===== src/rtl/famicom_bus_initiator.sv =====
// Famicom CPU-side bus initiator: queues read/write commands and replays them
// as M2-timed bus cycles with /ROMSEL decode, read responses and a latched cart IRQ.
package famicom_bus_initiator_pkg;
  typedef struct packed {
    logic        rw;
    logic [15:0] addr;
    logic [7:0]  wdata;
  } cmd_t;
endpackage

module famicom_bus_initiator
  import famicom_bus_initiator_pkg::*;
#(
  parameter int unsigned M2_LOW     = 4,
  parameter int unsigned M2_HIGH    = 4,
  parameter int unsigned FIFO_DEPTH = 4
) (
  input  logic        clk,
  input  logic        rst_n,
  input  logic        cmd_valid,
  output logic        cmd_ready,
  input  logic        cmd_rw,
  input  logic [15:0] cmd_addr,
  input  logic [7:0]  cmd_wdata,
  output logic        rsp_valid,
  output logic [7:0]  rsp_rdata,
  output logic        m2,
  output logic        romsel,
  output logic        cpu_rw,
  output logic [14:0] cpu_addr,
  output logic [7:0]  cpu_data_out,
  output logic        cpu_data_oe,
  input  logic [7:0]  cpu_data_in,
  input  logic        irq_n,
  input  logic        irq_clear,
  output logic        irq_pending,
  output logic        busy
);

  localparam int unsigned PERIOD = M2_LOW + M2_HIGH;
  localparam int unsigned CW     = $clog2(PERIOD);
  localparam int unsigned AW     = $clog2(FIFO_DEPTH);
  localparam int unsigned NW     = $clog2(FIFO_DEPTH + 1);

  cmd_t          mem [FIFO_DEPTH];
  logic [AW-1:0] wr_ptr, wr_ptr_nxt, rd_ptr, rd_ptr_nxt;
  logic [NW-1:0] count, count_nxt;
  logic [CW-1:0] cnt, cnt_nxt;
  logic          cur_vld, cur_vld_nxt;
  logic          cur_rw, cur_rw_nxt;
  logic          cur_hi, cur_hi_nxt;
  logic [7:0]    cur_wdata, cur_wdata_nxt;
  logic [1:0]    irq_sync;
  cmd_t          head;
  logic          start, push, pop;

  logic          cmd_ready_nxt, rsp_valid_nxt, m2_nxt, romsel_nxt, cpu_rw_nxt;
  logic          cpu_data_oe_nxt, irq_pending_nxt, busy_nxt;
  logic [7:0]    rsp_rdata_nxt, cpu_data_out_nxt;
  logic [14:0]   cpu_addr_nxt;

  // Next-state and next-output logic; everything is registered below.
  always_comb begin
    cnt_nxt          = (cnt == CW'(PERIOD - 1)) ? '0 : cnt + CW'(1);
    start            = (cnt_nxt == '0);
    head             = mem[rd_ptr];
    push             = cmd_valid && cmd_ready;
    pop              = start && (count != '0);
    count_nxt        = count + NW'(push) - NW'(pop);
    wr_ptr_nxt       = push ? wr_ptr + AW'(1) : wr_ptr;
    rd_ptr_nxt       = pop ? rd_ptr + AW'(1) : rd_ptr;
    cur_vld_nxt      = cur_vld;
    cur_rw_nxt       = cur_rw;
    cur_hi_nxt       = cur_hi;
    cur_wdata_nxt    = cur_wdata;
    cpu_rw_nxt       = cpu_rw;
    cpu_addr_nxt     = cpu_addr;
    cpu_data_out_nxt = cpu_data_out;
    rsp_rdata_nxt    = rsp_rdata;

    // A bus cycle latches its command (or an idle cycle) at the first LOW clk.
    if (start) begin
      cur_vld_nxt   = pop;
      cur_rw_nxt    = pop ? head.rw : 1'b1;
      cur_hi_nxt    = pop ? head.addr[15] : 1'b0;
      cur_wdata_nxt = pop ? head.wdata : 8'h00;
      cpu_rw_nxt    = pop ? head.rw : 1'b1;
      cpu_addr_nxt  = pop ? head.addr[14:0] : 15'h0000;
    end

    m2_nxt     = (cnt_nxt >= CW'(M2_LOW));
    romsel_nxt = !(m2_nxt && cur_vld_nxt && cur_hi_nxt);

    // Write data is driven through HIGH and held one clk past the M2 fall.
    cpu_data_oe_nxt = (m2_nxt && cur_vld_nxt && !cur_rw_nxt) ||
                      (start && cur_vld && !cur_rw);
    if ((cnt_nxt == CW'(M2_LOW)) && cur_vld_nxt && !cur_rw_nxt)
      cpu_data_out_nxt = cur_wdata_nxt;

    // Read data is captured at the end of the last HIGH clk.
    rsp_valid_nxt = start && cur_vld && cur_rw;
    if (rsp_valid_nxt)
      rsp_rdata_nxt = cpu_data_in;

    busy_nxt        = (count_nxt != '0) || cur_vld_nxt || (start && cur_vld);
    cmd_ready_nxt   = (count_nxt != NW'(FIFO_DEPTH));
    irq_pending_nxt = !irq_sync[1] ? 1'b1 : (irq_clear ? 1'b0 : irq_pending);
  end

  always_ff @(posedge clk) begin
    if (!rst_n) begin
      cnt          <= CW'(PERIOD - 1);
      wr_ptr       <= '0;
      rd_ptr       <= '0;
      count        <= '0;
      cur_vld      <= 1'b0;
      cur_rw       <= 1'b1;
      cur_hi       <= 1'b0;
      cur_wdata    <= 8'h00;
      irq_sync     <= 2'b11;
      cmd_ready    <= 1'b0;
      rsp_valid    <= 1'b0;
      rsp_rdata    <= 8'h00;
      m2           <= 1'b0;
      romsel       <= 1'b1;
      cpu_rw       <= 1'b1;
      cpu_addr     <= 15'h0000;
      cpu_data_out <= 8'h00;
      cpu_data_oe  <= 1'b0;
      irq_pending  <= 1'b0;
      busy         <= 1'b0;
    end else begin
      cnt          <= cnt_nxt;
      wr_ptr       <= wr_ptr_nxt;
      rd_ptr       <= rd_ptr_nxt;
      count        <= count_nxt;
      cur_vld      <= cur_vld_nxt;
      cur_rw       <= cur_rw_nxt;
      cur_hi       <= cur_hi_nxt;
      cur_wdata    <= cur_wdata_nxt;
      irq_sync     <= {irq_sync[0], irq_n};
      cmd_ready    <= cmd_ready_nxt;
      rsp_valid    <= rsp_valid_nxt;
      rsp_rdata    <= rsp_rdata_nxt;
      m2           <= m2_nxt;
      romsel       <= romsel_nxt;
      cpu_rw       <= cpu_rw_nxt;
      cpu_addr     <= cpu_addr_nxt;
      cpu_data_out <= cpu_data_out_nxt;
      cpu_data_oe  <= cpu_data_oe_nxt;
      irq_pending  <= irq_pending_nxt;
      busy         <= busy_nxt;
    end
  end

  // Command storage; contents need no reset since count gates every read.
  always_ff @(posedge clk) begin
    if (push)
      mem[wr_ptr] <= '{rw: cmd_rw, addr: cmd_addr, wdata: cmd_wdata};
  end

endmodule


===== config.mk =====
export PLATFORM = sky130hd
export DESIGN_NAME = famicom_bus_initiator
export DESIGN_NICKNAME = d
export VERILOG_FILES = /design/src/rtl/famicom_bus_initiator.sv
export SDC_FILE = /design/constraint.sdc
export NUM_CORES = 1
export LEC_CHECK = 0
export CORE_MARGIN = 4
export CORE_UTILIZATION = 55
export CTS_CLUSTER_DIAMETER = 60
export CTS_CLUSTER_SIZE = 16
export DETAILED_ROUTE_END_ITERATION = 7
export GPL_TIMING_DRIVEN = 0
export PLACE_DENSITY = 0.86
export SLEW_MARGIN = 10
export SYNTH_ARGS = -nofsm -noshare
export SYNTH_HDL_FRONTEND = slang
export SYNTH_SLANG_ARGS = --single-unit

===== constraint.sdc =====
create_clock -name clk -period 7.7 [get_ports clk]
set_input_delay 0.77 -clock clk [delete_from_list [all_inputs] [get_ports clk]]
set_output_delay 0.77 -clock clk [all_outputs]
set_load 0.05 [all_outputs]

; ---- Yosys cells after proc, flatten, opt, wreduce, memory -nomap -nowiden
; Memory sizes are Yosys's and may differ from the RTL's. A register that Yosys moved wholly into a read port is not among the register bits.
; Cells that the tools add are included.
; W data, S select, Z words.
[totals]
reg_bits = 62
ramBits = 100
mem_count = 1
input_bits = 38
word_cells = 65
output_inout_bits = 39
[classes]
eq_ne = 4
n_reduce_logical = 19
muxes = 15
order_cmp = 1
addsub = 5
[memory_table]
columns = memory, depth, width, read_ports, rd_ports_with_merged_regs, wr, line_no
row1 = mem, 4, 25, 1, 1, 1, 45  ; cmd_t mem [FIFO_DEPTH];
[op_table]
columns = cell, n
row1 = $mux W8, 2
row2 = $mux W15, 1
row3 = $logic_and A1 B1 Y1, 10
row4 = $mux W1, 9
row5 = $eq A3 B3 Y1 const B, 2
row6 = $reduce_bool A3 Y1, 2
row7 = $add A2 B1 Y2 const B, 2
row8 = $mux W2, 2
row9 = $add A3 B1 Y3, 1
row10 = $add A3 B1 Y3 const B, 1
row11 = $ge A3 B3 Y1 const B, 1
row12 = $logic_not A1 Y1, 3
row13 = $logic_not A3 Y1, 1
row14 = $logic_or A1 B1 Y1, 3
row15 = $mux W3, 1
row16 = $ne A3 B3 Y1 const B, 1
row17 = $sub A3 B1 Y3, 1
row18 = $ne A2 B2 Y1 const B, 1

; ---- Logic depth before layout (Yosys ltp)
[depth]
ltp_word = 9
mapped_depth = 12
ltp_nobuf = 11

; ---- Worst setup path before layout
; OpenSTA, ideal clock, no wires.
[synth_timing]
kind = register to register
startpoint = register cnt[0]
endpoint = register busy
path_stages_with_launch = 13
setup_time_ps = 115
path_slack_ps = 5106
period_less_slack_ps = 2594
path_buffers = 1
arrival_ps = 2479
required_time_ps = 7585
cell_sequence = dfxtp_1 -> ha_1 -> ha_1 -> o31ai_4 -> inv_2 -> clkbuf_1 -> ha_1 -> inv_1 -> ha_1 -> fa_1 -> nor2_1 -> nand3b_1 -> o21a_1
[synth_via]
elab_chain_len = 8
elab_cells_between_ends = 11
classes_between = add/sub (2) / eq/ne (1) / mux (2) / reduce/logical (6)
[synth_lines]
columns = element, line_no
row1 = from (decl), 48  ; logic [CW-1:0] cnt, cnt_nxt;
row2 = from (signal assigned), 112  ; cnt <= CW'(PERIOD - 1);
row3 = from (signal assigned), 133  ; cnt <= cnt_nxt;
row4 = $add A3 B1 Y3 or $eq A3 B3 Y1 (tied branches), 64  ; cnt_nxt = (cnt == CW'(PERIOD - 1)) ? '0 : cnt + CW'(1);
row5 = $mux W3 *, 64
row6 = $logic_not A3 Y1 *, 65  ; start = (cnt_nxt == '0);
row7 = $logic_and A1 B1 Y1 *, 68  ; pop = start && (count != '0);
row8 = via pop, 55  ; logic start, push, pop;
row9 = $sub A3 B1 Y3 *, 69  ; count_nxt = count + NW'(push) - NW'(pop);
row10 = via count_nxt[1], 47  ; logic [NW-1:0] count, count_nxt;
row11 = $reduce_bool A3 Y1 *, 105  ; busy_nxt = (count_nxt != '0) || cur_vld_nxt || (start && cur_vld);
row12 = $logic_or A1 B1 Y1 * (2 in series), 105
row13 = to (signal assigned), 152  ; busy <= busy_nxt;
row14 = to (decl), 37  ; output logic busy
; Mark *: on every way through the listed nets, which the timed path passes. The rest lies on a longest branch.
; A chain may end at the register's enable or synchronous reset.

; ---- Final worst setup path
; Ends and elaborated chain as after synthesis.

==> run_results.csv <==
group,metric,value,unit
cells_and_area,fin_nets,501,
synth,syn_avg_cell_area,16.8,um2
global_route,grt_pass1_wl,19600,um
routing,num_vias,3410,
critical_path,worstSetupStartpointType,"flip-flop",
synth,synth-edff-count,100,
routing,wire_per_inst,20.2,um
cells_and_area,register_area,4280,um2
global_route,grt_pass1_vias,3639,
floorplanning,core-area,10500,um2
placed_design,post-dp-hpwl,7380,um
worst_hold_path,min_path_cells,1,
sta,max_freq,315,MHz
sta,rsz0062_at_grt,"no",
global_route,antenna_found_initial,0,
sta,hold_ws,0.406,ns
floorplanning,rows,37,
critical_path,cp_data_required_time,8.12,ns
placed_design,port-buffer-count,75,
placed_design,gp_congestion,0.774,
clocking,tritoncts,"built",
clocking,h-tree-depth,4,
global_route,busiest_layer,"met2",
worst_hold_path,hold_class,"reg2reg",
clocking,clk_pin_slew,0.07,ns
power,peakVddDrop,0.235,mV
global_route,grt_max_degree,26,
routing,ant_nets,0,
sta,hold_violations,0,
critical_path,reg2reg_from,"cnt[0]",
worst_hold_path,worstHoldStart,"irq_sync[0]",
clocking,clockRootBuffer,"clkbuf_8",
clocking,cts.sinks,164,
sta,slew_headroom,52.7,%
global_route,overflow,0,
global_route,use_met2,35.3,%
sta,setup_viol,0,
floorplanning,dieWidth,113,um
cells_and_area,n_fill_cell,656,
clocking,cts_hold_buffers,0,
floorplanning,initial_utilization,57.4,%
floorplanning,ios,77,
sta,layout_min_cycle_time,3.17,ns
power,total_power,0.00250,W
routing,via_per_inst,5.66,
cells_and_area,multi_input_area,1640,um2
critical_path,end_kind,"flip-flop",
global_route,use_met1,24.6,%
flow_run,drv_cap,0,
cells_and_area,fin_cells,602,
critical_path,worstPathArrival,3.59,ns
critical_path,worstSetupPathType,"reg2reg",
critical_path,ff2ff_path_depth,12,
worst_hold_path,hold_path_end,"irq_sync[1]",
critical_path,crit_fanout,10,
routing,drt-initial-drc-count,235,
synth,synth_cell_types,35,
power,leakage,2.56,nW
clocking,cts_buffers,17,
sta,fin_worst_skew,0.0102,ns
global_route,use_met3,5.61,%
synth,ys_ff_latch,164,
critical_path,r2r-end,"busy",
synth,async_reset_ff_share,0,%
synth,ys_seq_area_share,71.1,%
global_route,grt_use_total,20.4,%
critical_path,ff2ff_setup_slack,4.53,ns
clocking,cts_resized,0,
synth,synth-warning-count,0,
power,power.density,331,nW/um2
cells_and_area,syn2layout_area_growth,25.4,%
clocking,clockBufferDepth,2,
sta,finalCritPeriodShare,41.2,%
placed_design,dp_cells,570,
routing,drc,0,
clocking,post_cts_buffers,0,
run_status,status,"completed",
floorplanning,die-height,113,um
synth,syn-num-nets,407,
routing,totalWireLength,12100,um
floorplanning,dieArea,12700,um2
cells_and_area,drive_above_1_share,15.7,%
synth,syn_inst,359,
clocking,clock_latency,0.52,ns
synth,ys.flop_type,"edfxtp_1",
synth,synth.cell_area,6030,um2
sta,maxSlewViolCount,0,
sta,setup-tns-final,0,ns
cells_and_area,n_antenna_cell,0,
sta,worstMarginPinSlew,0.709,ns
routing,drt_pass1_iterations,4,
-- power breakdown --
part | leakage [nW] | switching [W] | internal, W | total [W]
combinational | 0.835 | 0.000322 | 0.000235 | 0.000557
clock | 0.300 | 0.000355 | 0.000503 | 0.000858
sequential | 1.43 | 0.0000499 | 0.00103 | 0.00108
total | 2.56 | 0.000727 | 0.00177 | 0.00250
-- per-stage QoR --
| stage | utilization [%] | area (um2) | setup WS (ns) |
|---|---|---|---|
| final | 71.9 | 7560 | 4.53 |
| after global routing | 71.9 | 7560 | 4.34 |
| after CTS | 71.9 | 7560 | 4.59 |
| after detailed placement | 66.2 | 6960 | 4.65 |
| after global placement | 66.1 | 6950 | 4.71 |
| after floorplan | - | 6030 | 5.11 |
-- synthesized netlist by cell type (all sizes together) (3+ instances only) --
master  count  area share, %
nand2      20            1.2
dfxtp      64             21
a22oi      16            2.0
and3        5           0.52
clkbuf     14           0.87
nor2b      17            1.8
mux2        8            1.5
buf         4           0.46
nor2        4           0.25
a32o        8            1.3
ha          9            1.9
a21boi     13            1.6
and2       15            1.6
nand2b      7           0.73
xnor2       3           0.44
edfxtp    100             50
o21ai       4           0.33
inv         9           0.56
mux4       25            9.5
-- how the worst max path moves through the flow --
stage | startpoint | endpoint | slack (ns) | cells past startpoint
floorplan | cnt[0] | busy | 5.11 | 12
global placement | cnt[0] | busy | 4.71 | 12
detailed placement | cnt[0] | busy | 4.65 | 12
CTS | cnt[0] | busy | 4.59 | 12
global route | cnt[0] | busy | 4.34 | 12
finish | cnt[0] | busy | 4.53 | 12
-- layer usage --
metal  share of wire [%]  routed length [um]
met5                   0                   0
met4                 2.4                 296
met3                 5.6                 678
met2                  52                6310
met1                  40                4850
-- critical path, stage by stage, from the launching register on --
cell      delay, ns
dfxtp_1        0.34
ha_1           0.20
ha_1           0.23
o31ai_4        0.17
inv_2          0.21
clkbuf_1       0.47
ha_1           0.34
inv_1          0.06
ha_1           0.16
fa_1           0.45
nor2_1         0.17
nand3b_1       0.09
o21a_1         0.19
-- logic make-up (layout without fill, tap and decap cells) --
logic type / Yosys count / count (layout) / synth area share [%]
buf+inv: 27 / 134 / 1.89
flops: 164 / 164 / 71.1
fa+ha+maj: 10 / 10 / 2.20
xor+xnor: 4 / 4 / 0.581
mux: 33 / 33 / 11.0
simple gates: 73 / 73 / 6.60
compound gates: 48 / 48 / 6.72
-- cell usage in the layout (no fill, tap or decap), drive strengths merged --
cell	synthesis	final
a32o	8	8
a21boi	13	13
o32ai	1	1
clkdlybuf4s50	0	75
and2	15	15
a21oi	1	1
mux2	8	8
clkbuf	14	31
fa	1	1
xnor2	3	3
xor2	1	1
o21ai	4	4
nor2	4	4
buf	4	4
nand3	2	2
o21a	2	2
a22oi	16	16
mux4	25	25
dfxtp	64	64
nand2	20	20
inv	9	16
o311a	1	1
nor3b	1	1
nand2b	7	7
edfxtp	100	100
o2bb2ai	1	1
clkinv	0	5
nand3b	2	2
ha	9	9
bufinv	0	3
o31ai	1	1
and3	5	5
nor2b	17	17
-- final cells by class --
cell class / count / share of cell area (%)
Buffer: 18 / 1.06
Clock buffer: 17 / 5.48
Clock inverter: 15 / 2.52
Inverter: 9 / 0.447
Multi-Input combinational cell: 168 / 21.6
Sequential cell: 164 / 56.7
Tap cell: 136 / 2.25
Timing Repair Buffer: 75 / 9.93
-- registers in the layout (all words and copies together) (netlist names), named ones only --
signal and flops:
cur_vld 1, wr_ptr 2, cpu_rw 1, cpu_data_oe 1
m2 1, romsel 1, rsp_rdata 8, rd_ptr 2
cpu_addr 15, count 3, cmd_ready 1, cur_wdata 8
cur_rw 1, irq_sync 2, cur_hi 1, cnt 3
rsp_valid 1, cpu_data_out 8, mem 100, busy 1
irq_pending 1
Note: power is estimated with default switching activity, not from simulation.
==> variant 1, RTL diff (config.mk and constraints unchanged) <==
Take the reset off `cpu_data_out` and load it in a clocked block of its own.
--- a/src/rtl/famicom_bus_initiator.sv
+++ b/src/rtl/famicom_bus_initiator.sv
@@ -125,7 +125,6 @@
       romsel       <= 1'b1;
       cpu_rw       <= 1'b1;
       cpu_addr     <= 15'h0000;
-      cpu_data_out <= 8'h00;
       cpu_data_oe  <= 1'b0;
       irq_pending  <= 1'b0;
       busy         <= 1'b0;
@@ -146,11 +145,14 @@
       romsel       <= romsel_nxt;
       cpu_rw       <= cpu_rw_nxt;
       cpu_addr     <= cpu_addr_nxt;
-      cpu_data_out <= cpu_data_out_nxt;
       cpu_data_oe  <= cpu_data_oe_nxt;
       irq_pending  <= irq_pending_nxt;
       busy         <= busy_nxt;
     end
+  end
+
+  always_ff @(posedge clk) begin
+    cpu_data_out <= cpu_data_out_nxt;
   end
 
   // Command storage; contents need no reset since count gates every read.
Formal check against the unedited RTL: no difference found for any inputs over 10 cycles, from zero or initial values and one cycle with rst_n low; that may be too few to reach the edited logic, so the function may still have changed.
==> variant 1 against the unedited design <==
Synthesized area fell by 0.73%; highest routed layer unchanged; count of clock-buffer cells in the layout grew 2; wire length decreased by 9.8%; global-route usage down 1.8 points; setup slack improved by 0.35 ns; sequential share of layout area grew 1.7 points; total power shrank 2.4%; design area decreased by 1.1%; non-clock buffer count is 1 lower; final cell count down 1.0%; synthesized cell count fell by 1.9%; sequential cell count did not move.
==> variant 1: results (changes against the unedited design) <==
Run status
  – Status: finished, final reports clean

GRT
  – Global-route usage over all layers: 18.6% (-1.8 points)
  – Global-route wire length before repair: 17800 um (-9.6%)
  – M2 GR Usage: 31.9% (-3.3 points)
  – M1 GR Usage: 21.7% (-2.8 points)
  – Vias in the first global route: 3454 (-5.1%)

Layout
  – Fill count: 699 (+6.6%)
  – Register area: 4360 um^2 (+1.9%)
  – ClkCell Share: 7.43% (-0.56 points)
  – Share of cells above drive strength 1: 13.0% (-2.6 points)
  – Multi-input gates: 162 (-3.6%)
  – Final Util: 71.5% (-0.47 points)
  – Buffering overhead: 11.5% (+0.52 points)
  – Fin nets: 495 (-1.2%)
  – Non-clk invs: 10 (+1)

Synth
  – Post-synthesis sequential area ratio: 72.9% (+1.9 points)
  – Post-synth net total: 400 (-1.7%)
  – EDFF count, synth: 108 (+8.0%)
  – Synth cell count leaders: 108 x edfxtp_1, 56 x dfxtp_1, 44 x nand2_1

Routing
  – WL met2: 5640 um (-11%)
  – Met1 wire length: 4400 um (-9.3%)
  – Detail Route met3 WL: 644 um (-5.0%)
  – WL per Instance: 18.4 um (-8.9%)

Setup path
  – Data arrival, critical path: 3.23 ns (-0.36 ns)
  – Crit-path slowest cell: fa_1

Placement
  – Placed Instances: 564 (-1.1%)
  – Post-place setup slack: 4.72 ns (+0.0698 ns)
  – RD Place Congestion: 0.757 (-2.3%)
  – IO buf count: 76 (+1.3%)

Power and ir drop
  – P_int: 1.75 mW (-1.2%)
-- variant 1: changes by cell type after synthesis, moves of 8 or more --
cell	unedited run	this run
nand2_1	20	44
a22o_1	0	16
a22oi_1	16	0
nor2b_1	17	4
a32o_1	8	0
dfxtp_1	64	56
edfxtp_1	100	108
mux2_2	8	0
-- variant 1: power by group through the flow --
stage                     clock [mW]  sequential (mW)  combinational, mW
after floorplan                    0             1.21              0.296
after global placement             0             1.11              0.542
after detailed placement           0             1.11              0.557
after CTS                      0.800             1.10              0.563
after global routing           0.842             1.11              0.600
final                          0.785             1.10              0.556
-- variant 1: cell families (layout without fill, tap and decap cells) --
group                      after synthesis  count (layout)  synth area share (%)
AOI/OAI and AO/OA                       48              48                  6.27
and+or+nand+nor                         75              75                  5.94
adders and majority gates               10              10                  2.22
buffers and inverters                   26             134                  2.30
xor gates and xnor gates                 4               4                 0.585
muxes                                   25              25                  9.78
DFF                                    164             164                  72.9
==> variant 2, RTL diff (same settings) <==
Made on the original files. `M2_LOW`: 4 -> 2.
--- a/src/rtl/famicom_bus_initiator.sv
+++ b/src/rtl/famicom_bus_initiator.sv
@@ -11,7 +11,7 @@
 module famicom_bus_initiator
   import famicom_bus_initiator_pkg::*;
 #(
-  parameter int unsigned M2_LOW     = 4,
+  parameter int unsigned M2_LOW     = 2,
   parameter int unsigned M2_HIGH    = 4,
   parameter int unsigned FIFO_DEPTH = 4
 ) (
Function: changed (Yosys sat finds a counterexample within 4 cycles, from zero or initial values and one cycle with rst_n low).
==> variant 2 against the unedited design <==
Register-to-register slack better by 0.61 ns; wire length down 5.9%; clock skew down 0.0022 ns; sequential cell count unchanged; critical endpoint unchanged; critical path type is now input port to register; sequential share of layout area up 0.51 points; fmax up 14%; first-iteration DRC count down 45%; setup slack better by 0.39 ns; non-clock buffer count up 2; highest routed layer unchanged; synthesized area down 0.81%; total power down 5.3%; design area down 0.89%.
==> variant 2: results (changes against the unedited design) <==
Run status
  – Status: finished, final reports clean

Setup path
  – CP peak stage delay: 0.55 ns (+0.08 ns)
  – R2R depth: 7 (-5)
  – Worst R2R Setup Slack: 5.14 ns (+0.61 ns)
  – Crit Path Max Fanout: 6 (-4)
  – Crit. Startpoint: cmd_valid
  – R2R Path Start: count[1]
  – Crit path kind: input port to register

Layout
  – Share of cells above drive strength 1: 13.0% (-2.7 points)
  – Fin nets: 493 (-1.6%)
  – # diodes: 0 (unchanged)
  – Fill count: 671 (+2.3%)
  – Multi-input combinational area share: 20.5% (-1.1 points)
  – Sequential cell count: 164 (unchanged)
  – Bufs w/o clock: 95 (+2.2%)
  – ClkCell Share: 7.68% (-0.31 points)
  – Buffering overhead: 11.9% (+0.88 points)
  – Multi-input gates: 161 (-4.2%)

Floorplan
  – Chip Width: 112 um (-0.38%)

Clock tree
  – CTS buffer count: 17 (unchanged)

Routing
  – WL per Instance: 19.1 um (-5.1%)
  – Detail Route met3 WL: 741 um (+9.3%)
  – Detailed Route Iter0 Violations: 130 (-45%)
  – DR vias/cell: 5.67 (+0.16%)
  – WL met2: 5830 um (-7.6%)
  – DRT Pass-1 Iters: 5 (+1)
  – Met1 wire length: 4740 um (-2.4%)

GRT
  – Global-route usage over all layers: 18.7% (-1.8 points)
  – M2 GR Usage: 32.3% (-3.0 points)
  – M1 GR Usage: 22.6% (-2.0 points)
  – Initial antenna violation count: 0 (unchanged)
  – GRT met3 Usage: 5.82% (+0.21 points)
  – Vias in the first global route: 3483 (-4.3%)
  – Global-route wire length before repair: 18200 um (-7.4%)

Power and ir drop
  – Leak pwr: 2.59 nW (+1.1%)
  – Worst vdd ir: 0.000185 V (-21%)
  – Net Switching: 677 uW (-6.8%)

Synth
  – Synth Area in Compound Gates: 6.97% (+0.24 points)
  – Post-Synth XOR/XNOR Area: 0.586% (+0.0047 points)
  – Post-synth net total: 398 (-2.2%)
  – Area contributors post-synth: edfxtp_1 50%, dfxtp_1 21%, mux4_1 7.9%
  – Post-synth cell types: 37 (+5.7%)
  – Synth cell count leaders: 100 x edfxtp_1, 64 x dfxtp_1, 24 x a21oi_1, 24 x a22o_1, 24 x nand2_1
  – Mux contribution to synthesized area: 10.7% (-0.25 points)
  – Post-synthesis sequential area ratio: 71.6% (+0.58 points)

Min path
  – Worst Hold Class: register to register
  – WHS Endpoint: irq_pending
  – Min-delay src: irq_sync[1]

Timing
  – Clock Skews: 0.00800 ns (-0.00224 ns)
  – Hold slack: 0.401 ns (-0.00467 ns)
  – Worst Tran Pin Value: 0.716 ns (+0.00707 ns)

Placement
  – IO buf count: 76 (+1.3%)
  – Post-Place Cell Area: 6920 um^2 (-0.56%)
  – Post-DP HPWL: 7100 um (-3.9%)
  – RD Place Congestion: 0.804 (+3.9%)
-- variant 2: cell count changes after synthesis, moves of 16 or more --
cell,change
a21oi_1,+23
a22o_1,+24
a22oi_1,-16
mux4_1,+16
mux4_2,-16
nor2b_1,-17
-- variant 2: power by group through the flow --
| stage | clock network, mW | registers (mW) | logic [mW] |
|---|---|---|---|
| 3_3_place_gp | 0 | 1.08 | 0.462 |
| 5_1_grt | 0.861 | 1.08 | 0.519 |
| 6_report | 0.815 | 1.07 | 0.482 |
| 4_1_cts | 0.827 | 1.07 | 0.487 |
| 3_5_place_dp | 0 | 1.09 | 0.480 |
| 2_1_floorplan | 0 | 1.16 | 0.260 |
-- variant 2: metrics by stage --
step           total power, mW  setup slack [ns]  std cells  utilization (%)
2_1_floorplan             1.42              5.08        353                -
3_3_place_gp              1.55              4.46        565             66.1
3_5_place_dp              1.57              4.39        565             66.1
4_1_cts                   2.38              4.95        597             71.6
5_1_grt                   2.46              4.83        597             71.6
6_report                  2.37              4.92        597             71.6
